--- config.mk ---
export PLATFORM = sky130hd
export DESIGN_NAME = regfl_scan_acc
export DESIGN_NICKNAME = d
export VERILOG_FILES = /design/src/rtl/regfl_pkg.sv /design/src/rtl/regfl_scan_acc.sv
export SDC_FILE = /design/constraint.sdc
export NUM_CORES = 1
export LEC_CHECK = 0
export CAP_MARGIN = 30
export CORE_ASPECT_RATIO = 0.8
export CORE_MARGIN = 4
export CORE_UTILIZATION = 30
export CTS_CLUSTER_SIZE = 10
export DETAILED_ROUTE_END_ITERATION = 16
export GPL_TIMING_DRIVEN = 0
export MAX_ROUTING_LAYER = met4
export SKIP_LAST_GASP = 1
export SLEW_MARGIN = 40
export SYNTH_ARGS = -nofsm -noshare
export SYNTH_HDL_FRONTEND = slang
export SYNTH_SLANG_ARGS = --single-unit
--- constraint.sdc ---
create_clock -name clk -period 7.5 [get_ports clk]
set_input_delay 2.25 -clock clk [delete_from_list [all_inputs] [get_ports clk]]
set_output_delay 2.25 -clock clk [all_outputs]
set_load 0.02 [all_outputs]
--- src/rtl/regfl_pkg.sv ---
// Constants and FSM encoding shared by the 4x8 register file and its consumers.
package regfl_pkg;

  localparam int WIDTH  = 8;
  localparam int ADDR_W = 2;
  localparam int DEPTH  = 2 ** ADDR_W;

  typedef enum logic [1:0] {
    IDLE = 2'd0,
    SCAN = 2'd1,
    HOLD = 2'd2
  } scan_state_t;

endpackage

--- src/rtl/regfl_scan_acc.sv ---
// Scans a wrap-around window of the register file one entry per cycle and
// returns sum, maximum and first address of the maximum over valid/ready.
module regfl_scan_acc
  import regfl_pkg::*;
#(
  parameter int WIDTH  = regfl_pkg::WIDTH,
  parameter int ADDR_W = regfl_pkg::ADDR_W,
  parameter int SUM_W  = WIDTH + ADDR_W
) (
  input  logic              clk,
  input  logic              rst_b,
  input  logic              start,
  input  logic [ADDR_W-1:0] base,
  input  logic [ADDR_W-1:0] len_m1,
  output logic              busy,
  output logic [ADDR_W-1:0] rd_addr,
  input  logic [WIDTH-1:0]  rd_data,
  output logic              res_valid,
  input  logic              res_ready,
  output logic [SUM_W-1:0]  res_sum,
  output logic [WIDTH-1:0]  res_max,
  output logic [ADDR_W-1:0] res_max_idx
);

  scan_state_t       state_reg;
  logic [ADDR_W-1:0] rd_addr_reg;
  logic [ADDR_W-1:0] cnt_reg;
  logic [ADDR_W-1:0] len_reg;
  logic [SUM_W-1:0]  sum_reg;
  logic [WIDTH-1:0]  max_reg;
  logic [ADDR_W-1:0] max_idx_reg;
  logic              busy_reg;
  logic              res_valid_reg;
  logic [SUM_W-1:0]  res_sum_reg;
  logic [WIDTH-1:0]  res_max_reg;
  logic [ADDR_W-1:0] res_max_idx_reg;

  logic [SUM_W-1:0]  sum_next;
  logic [WIDTH-1:0]  max_next;
  logic [ADDR_W-1:0] max_idx_next;
  logic              last_beat;

  // Strict compare keeps the earliest address when the maximum repeats.
  always_comb begin
    sum_next     = sum_reg + SUM_W'(rd_data);
    max_next     = max_reg;
    max_idx_next = max_idx_reg;
    if (rd_data > max_reg) begin
      max_next     = rd_data;
      max_idx_next = rd_addr_reg;
    end
    last_beat = (cnt_reg == len_reg);
  end

  always_ff @(posedge clk) begin
    if (rst_b) begin
      state_reg       <= IDLE;
      rd_addr_reg     <= '0;
      cnt_reg         <= '0;
      len_reg         <= '0;
      sum_reg         <= '0;
      max_reg         <= '0;
      max_idx_reg     <= '0;
      busy_reg        <= 1'b0;
      res_valid_reg   <= 1'b0;
      res_sum_reg     <= '0;
      res_max_reg     <= '0;
      res_max_idx_reg <= '0;
    end else begin
      case (state_reg)
        IDLE: begin
          if (start) begin
            rd_addr_reg <= base;
            len_reg     <= len_m1;
            cnt_reg     <= '0;
            sum_reg     <= '0;
            max_reg     <= '0;
            max_idx_reg <= base;
            busy_reg    <= 1'b1;
            state_reg   <= SCAN;
          end
        end
        SCAN: begin
          sum_reg     <= sum_next;
          max_reg     <= max_next;
          max_idx_reg <= max_idx_next;
          cnt_reg     <= cnt_reg + ADDR_W'(1);
          // The read address stays on the last scanned entry after the final beat.
          if (last_beat) begin
            res_sum_reg     <= sum_next;
            res_max_reg     <= max_next;
            res_max_idx_reg <= max_idx_next;
            res_valid_reg   <= 1'b1;
            state_reg       <= HOLD;
          end else begin
            rd_addr_reg <= rd_addr_reg + ADDR_W'(1);
          end
        end
        HOLD: begin
          if (res_ready) begin
            res_valid_reg <= 1'b0;
            busy_reg      <= 1'b0;
            state_reg     <= IDLE;
          end
        end
        default: state_reg <= IDLE;
      endcase
    end
  end

  assign busy        = busy_reg;
  assign rd_addr     = rd_addr_reg;
  assign res_valid   = res_valid_reg;
  assign res_sum     = res_sum_reg;
  assign res_max     = res_max_reg;
  assign res_max_idx = res_max_idx_reg;

endmodule

### Word-level counts from Yosys, hierarchy flattened

Cells that the tools add are included.

| cells by class | value |
|---|---|
| add/subtract/negate cells | 3 |
| $mul | 0 |
| div/mod/pow operators | 0 |
| $lt $le $gt $ge | 1 |
| equal/unequal tests | 7 |
| shift operators | 0 |
| multiplexer cells | 21 |
| bitwise operators | 0 |
| reductions and logical operators | 11 |

Operator list:

| cell | number |
|---|---|
| 10-bit case mux with 2 select lines | 1 |
| 8-bit 2-to-1 mux | 2 |
| 8-bit case mux with 2 select lines | 1 |
| 2-bit 2-to-1 mux | 7 |
| 2-bit case mux with 2 select lines | 3 |
| 3-bit AND reduction | 4 |
| 10-bit by 8-bit adder with 10-bit output | 1 |
| 10-bit 2-to-1 mux | 1 |
| 8-bit greater-than comparator | 1 |
| 2-bit inequality test, second input constant | 4 |
| 2-bit case mux with 3 select lines | 1 |
| 2-bit AND reduction | 3 |
| 2-bit nonzero test | 3 |
| 2-bit by 1-bit adder with 2-bit output, second input constant | 2 |
| 1-bit case mux with 2 select lines | 2 |
| 1-bit 2-to-1 mux | 3 |
| 2-bit by 1-bit == test with 1-bit output, second input constant | 1 |
| 2-bit == test | 1 |
| 2-bit == test, second input constant | 1 |
| 2-bit logical NOT | 1 |

| word-level totals | value |
|---|---|
| bits in registers | 50 |
| bits in latches | 0 |
| bits in writable memories | 0 |
| ROM bits | 0 |
| bits of input ports | 16 |
| output and inout bits | 24 |
| word-level logic and storage cells | 55 |
| memories kept | 0 |

### Longest topological paths before layout

| logic depth | value |
|---|---|
| depth in word-level cells | 3 |
| gate-level depth with buffers | 8 |
| mapped depth without buffers | 8 |

### Worst setup path before layout

No wires, ideal clock.

| timing | value |
|---|---|
| kind | in2reg |
| start point | input rd_data[4] |
| end point | register sum_reg[8] |
| setup time | 0.079 ns |
| arrival time | 3.828 ns |
| required time | 7.421 ns |
| slack | 3.593 ns |
| cell stages on the path | 6 |
| path buffers | 0 |
| path through | ha_1 -> a21o_1 -> a211o_1 -> o221a_4 -> or4_1 -> o211ai_1 |

| on the way | value |
|---|---|
| longest elaborated chain between the ends | 2 |

RTL lines:

| what | RTL line | text |
|---|---|---|
| from (decl) | regfl_scan_acc.sv:17 | `input logic [WIDTH-1:0] rd_data,` |
| 10-bit by 8-bit adder with 10-bit output | regfl_scan_acc.sv:45 | `sum_next = sum_reg + SUM_W'(rd_data);` |
| 10-bit case mux with 2 select lines | regfl_scan_acc.sv:70 | `case (state_reg)` |
| to (signal assigned) | regfl_scan_acc.sv:84 | `sum_reg <= sum_next;` |
| to (decl) | regfl_scan_acc.sv:29 | `logic [SUM_W-1:0] sum_reg;` |

Every way passes these cells.
A chain may end at the register's enable or synchronous reset.

### Final worst setup path

| timing | value |
|---|---|
| start point | input rd_data[5] |
| end point | register max_reg[0] |

| on the way | value |
|---|---|
| longest elaborated chain between the ends | 3 |

RTL lines:

| what | RTL line | text |
|---|---|---|
| 8-bit greater-than comparator | regfl_scan_acc.sv:48 | `if (rd_data > max_reg) begin` |
| 8-bit 2-to-1 mux | regfl_scan_acc.sv:48 |  |
| 8-bit case mux with 2 select lines | regfl_scan_acc.sv:70 |  |
| to (signal assigned) | regfl_scan_acc.sv:85 | `max_reg <= max_next;` |
| to (decl) | regfl_scan_acc.sv:30 | `logic [WIDTH-1:0] max_reg;` |

Every way passes these cells.

==> flow_metrics.py <==
metrics = {
    "power_and_ir_drop": {
        "peakVddDrop_v": 0.000129,
        "clockPowerShare_pct": 31.0,
        "leakagePower_nw": 1.28,
        "p_sw_share_pct": 33.0,
        "intPower_w": 0.000562,
        "p_comb_share_pct": 31.2,
        "p_switching_w": 0.000277,
        "cellPowerDensity_mw_per_mm2": 246,
        "p_seq_share_pct": 37.9,
    },
    "critical_path": {
        "critPathKind": "in2reg",
        "critPathArrivalTime_ns": 4.68,
        "crit_end": "max_reg[0]",
        "r2r_start": "max_reg[5]",
        "cp-startpoint": "rd_data[5]",
        "start_kind": "input pin",
        "cp_cell_sequence": "clkdlybuf4s50_1 > ha_1 > a211o_1 > a21oi_2 > nor2_1 > o32ai_2 > a22o_1",
        "slowest_delay_ns": 0.61,
        "worst-r2r-cell-count": 7,
        "critPathCaptureType": "flip-flop",
        "cp.required_ns": 7.73,
        "rrSetupSlack_ns": 5.18,
        "cp_slowest_cell": "o32ai_2",
        "cp_max_fo": 8,
        "r2r_end": "max_reg[0]",
    },
    "layout": {
        "register_area_sq_mm": 0.00100,
        "n_antenna_cell": 0,
        "post-route-util_pct": 39.4,
        "nNetsFinal": 396,
        "syn_to_final_growth_pct": 25.6,
        "drive_gt1_share_pct": 6.32,
        "fillCellCount": 858,
        "multi_input_area_sq_mm": 0.00157,
    },
    "cts": {
        "cts_setup_buffers": 0,
        "cts_buffer_depth": 2,
        "numCtsBuffers": 5,
        "cts_num_sinks": 50,
        "cts_resized": 0,
        "insertion_delay_ns": 0.29,
        "h-tree-depth": 2,
        "clkTransAtPathRegs_ns": 0.07,
        "root_buffer": "clkbuf_16",
        "hold_buffers": 0,
        "cts_tree": "yes",
    },
    "sta": {
        "fin_crit_ns": 4.45,
        "hold_violations": 0,
        "worst_pin_slew_ns": 0.770,
        "drv_slew": 0,
        "setup-tns-final_ns": 0,
        "skew_ns": 0.00253,
        "fmax_mhz": 225,
        "setup_viol": 0,
        "final.period_utilization_pct": 59.3,
        "relSlewSlack_pct": 48.7,
        "rsz0062_at_grt": "no",
    },
    "global_route": {
        "grt_pass1_vias": 2498,
        "grt_use_total_pct": 15.2,
        "grt_max_degree": 16,
        "grt-ovfl-total": 0,
        "grt_pass1_wl_microns": 12700,
        "grt_antenna_before_repair": 0,
    },
    "logic_synthesis": {
        "synth.top_cell.area_share_pct": 36.8,
        "ys_ff_latch": 50,
        "netlist-cell-type-count": 55,
        "synth.net_count": 350,
        "ys_seq_area_share_pct": 36.8,
        "async_reset_ff_share_pct": 0,
        "syn_area_sq_mm": 0.00272,
        "yosys.area.top_type": "dfxtp_1",
        "synth_edf_count": 0,
        "ys.flop_type": "dfxtp_1",
        "syn-instance-count": 317,
        "synth_area_per_cell_sq_um": 8.58,
        "synth_common_cells": "dfxtp_1 (50), nor2_1 (40), nand2_1 (21), a21oi_1 (20), ha_1 (16)",
        "synth_area_leaders": "dfxtp_1 (37%), ha_1 (7.4%), nor2_1 (5.5%)",
        "ys_warn_count": 0,
        "synth_most_common_cell": "dfxtp_1",
    },
    "route": {
        "vias": 2599,
        "via_per_inst": 5.46,
        "drtPass1Iterations": 5,
        "drt-initial-drc-count": 159,
        "drtAntennaViolNets": 0,
        "drt-wirelength-per-cell_microns": 16.1,
        "drc": 0,
        "wl_microns": 7680,
    },
    "place": {
        "portBuffers": 39,
        "gp_congestion": 0.844,
        "dpl.hpwl_microns": 5650,
    },
    "floorplan": {
        "rows": 30,
        "start_util_pct": 31.4,
        "die_area_sq_mm": 0.0107,
        "die_y_microns": 93.2,
        "fp.dieW_microns": 114,
        "num_io_pins": 40,
        "core_sq_mm": 0.00867,
    },
    "worst_hold_path": {
        "min_path_type": "reg2reg",
    },
    "flow_run": {
        "maxCapViolCount": 0,
    },
    "outcome": {
        "outcome": "finished clean",
    },
}
stage by stage:
stage                     total power [W]  instances  setup WS, ns  instance area (sq um)  hold slack [ns]
after floorplan                  0.000487        317          3.59                   2720            0.429
after global placement           0.000579        468          2.81                   3250            0.440
after detailed placement         0.000583        468          2.76                   3250            0.450
after CTS                        0.000844        476          3.05                   3420            0.466
after global routing             0.000885        476          2.92                   3420            0.491
final                            0.000840        476          3.05                   3420            0.463
cells in the final DEF (no fill, tap or decap), types with 3 or more instances in the layout:
| master | synthesis | routed |
|---|---|---|
| a32oi_1 | 3 | 3 |
| o21bai_1 | 10 | 10 |
| a22o_1 | 8 | 8 |
| inv_1 | 14 | 14 |
| a211o_1 | 3 | 3 |
| a211oi_1 | 14 | 14 |
| nor2_1 | 40 | 40 |
| nand2_1 | 21 | 21 |
| a22oi_1 | 5 | 5 |
| nor2b_1 | 4 | 4 |
| clkdlybuf4s50_1 | 0 | 39 |
| nand3_1 | 5 | 5 |
| nand4_1 | 3 | 3 |
| nor4_1 | 8 | 8 |
| ha_1 | 16 | 16 |
| dfxtp_1 | 50 | 50 |
| xnor2_1 | 4 | 4 |
| nor3_1 | 5 | 5 |
| o21a_1 | 3 | 3 |
| or4_1 | 3 | 3 |
| a31oi_1 | 6 | 6 |
| clkbuf_1 | 8 | 8 |
| o21ai_0 | 13 | 13 |
| a21o_1 | 4 | 4 |
| a21oi_1 | 20 | 20 |
| clkbuf_16 | 0 | 5 |
| buf_2 | 4 | 4 |
| o211ai_1 | 3 | 3 |
worst min path at each step:
stage                          start          to  cells after the start
after floorplan           sum_reg[5]  sum_reg[5]                      2
after global placement    sum_reg[7]  sum_reg[7]                      2
after detailed placement  sum_reg[7]  sum_reg[7]                      2
after CTS                 sum_reg[7]  sum_reg[7]                      2
after global routing      res_sum[4]  res_sum[4]                      2
final                     res_sum[2]  res_sum[2]                      2
metal layers:
metal | up-vias | GRT usage, % | part of all wire, %
met1 | 1233 | 21.1 | 50
met3 | 6 | 2.91 | 6.2
met2 | 90 | 22.7 | 43
met5 | - | - | 0
li1 | 1270 | - | -
met4 | 0 | 3.66 | 0.82
cells by family after synthesis:
family,count (synthesis),synth area share [%]
compound gates,111,29.7
simple gates,100,17.4
flops,50,36.8
buf+inv,31,5.34
fa+ha+maj,17,8.10
xor+xnor,6,1.93
mux,2,0.736
final cells by class:
| class | instances | share of cell area [%] |
|---|---|---|
| Buffer | 17 | 2.71 |
| Clock buffer | 5 | 3.66 |
| Clock inverter | 3 | 1.17 |
| Inverter | 14 | 1.54 |
| Multi-Input combinational cell | 236 | 46.1 |
| Sequential cell | 50 | 29.3 |
| Tap cell | 112 | 4.10 |
| Timing Repair Buffer | 39 | 11.4 |
critical path, delay by kind of cell:
kind | cells | cell delay, ns
AND/OR/NAND/NOR | 1 | 0.11
buffers and inverters | 1 | 0.50
adder cells (fa/ha/maj) | 1 | 0.37
AO/OA/AOI/OAI | 4 | 1.44
power groups by stage:
stage               logic, W  registers, W  clock network [W]
floorplan           0.000145      0.000343                  0
global placement    0.000256      0.000323                  0
detailed placement  0.000259      0.000324                  0
CTS                 0.000260      0.000318           0.000266
global route        0.000286      0.000322           0.000276
finish              0.000262      0.000318           0.000260
No activity file was read; power rests on OpenSTA's default activity.
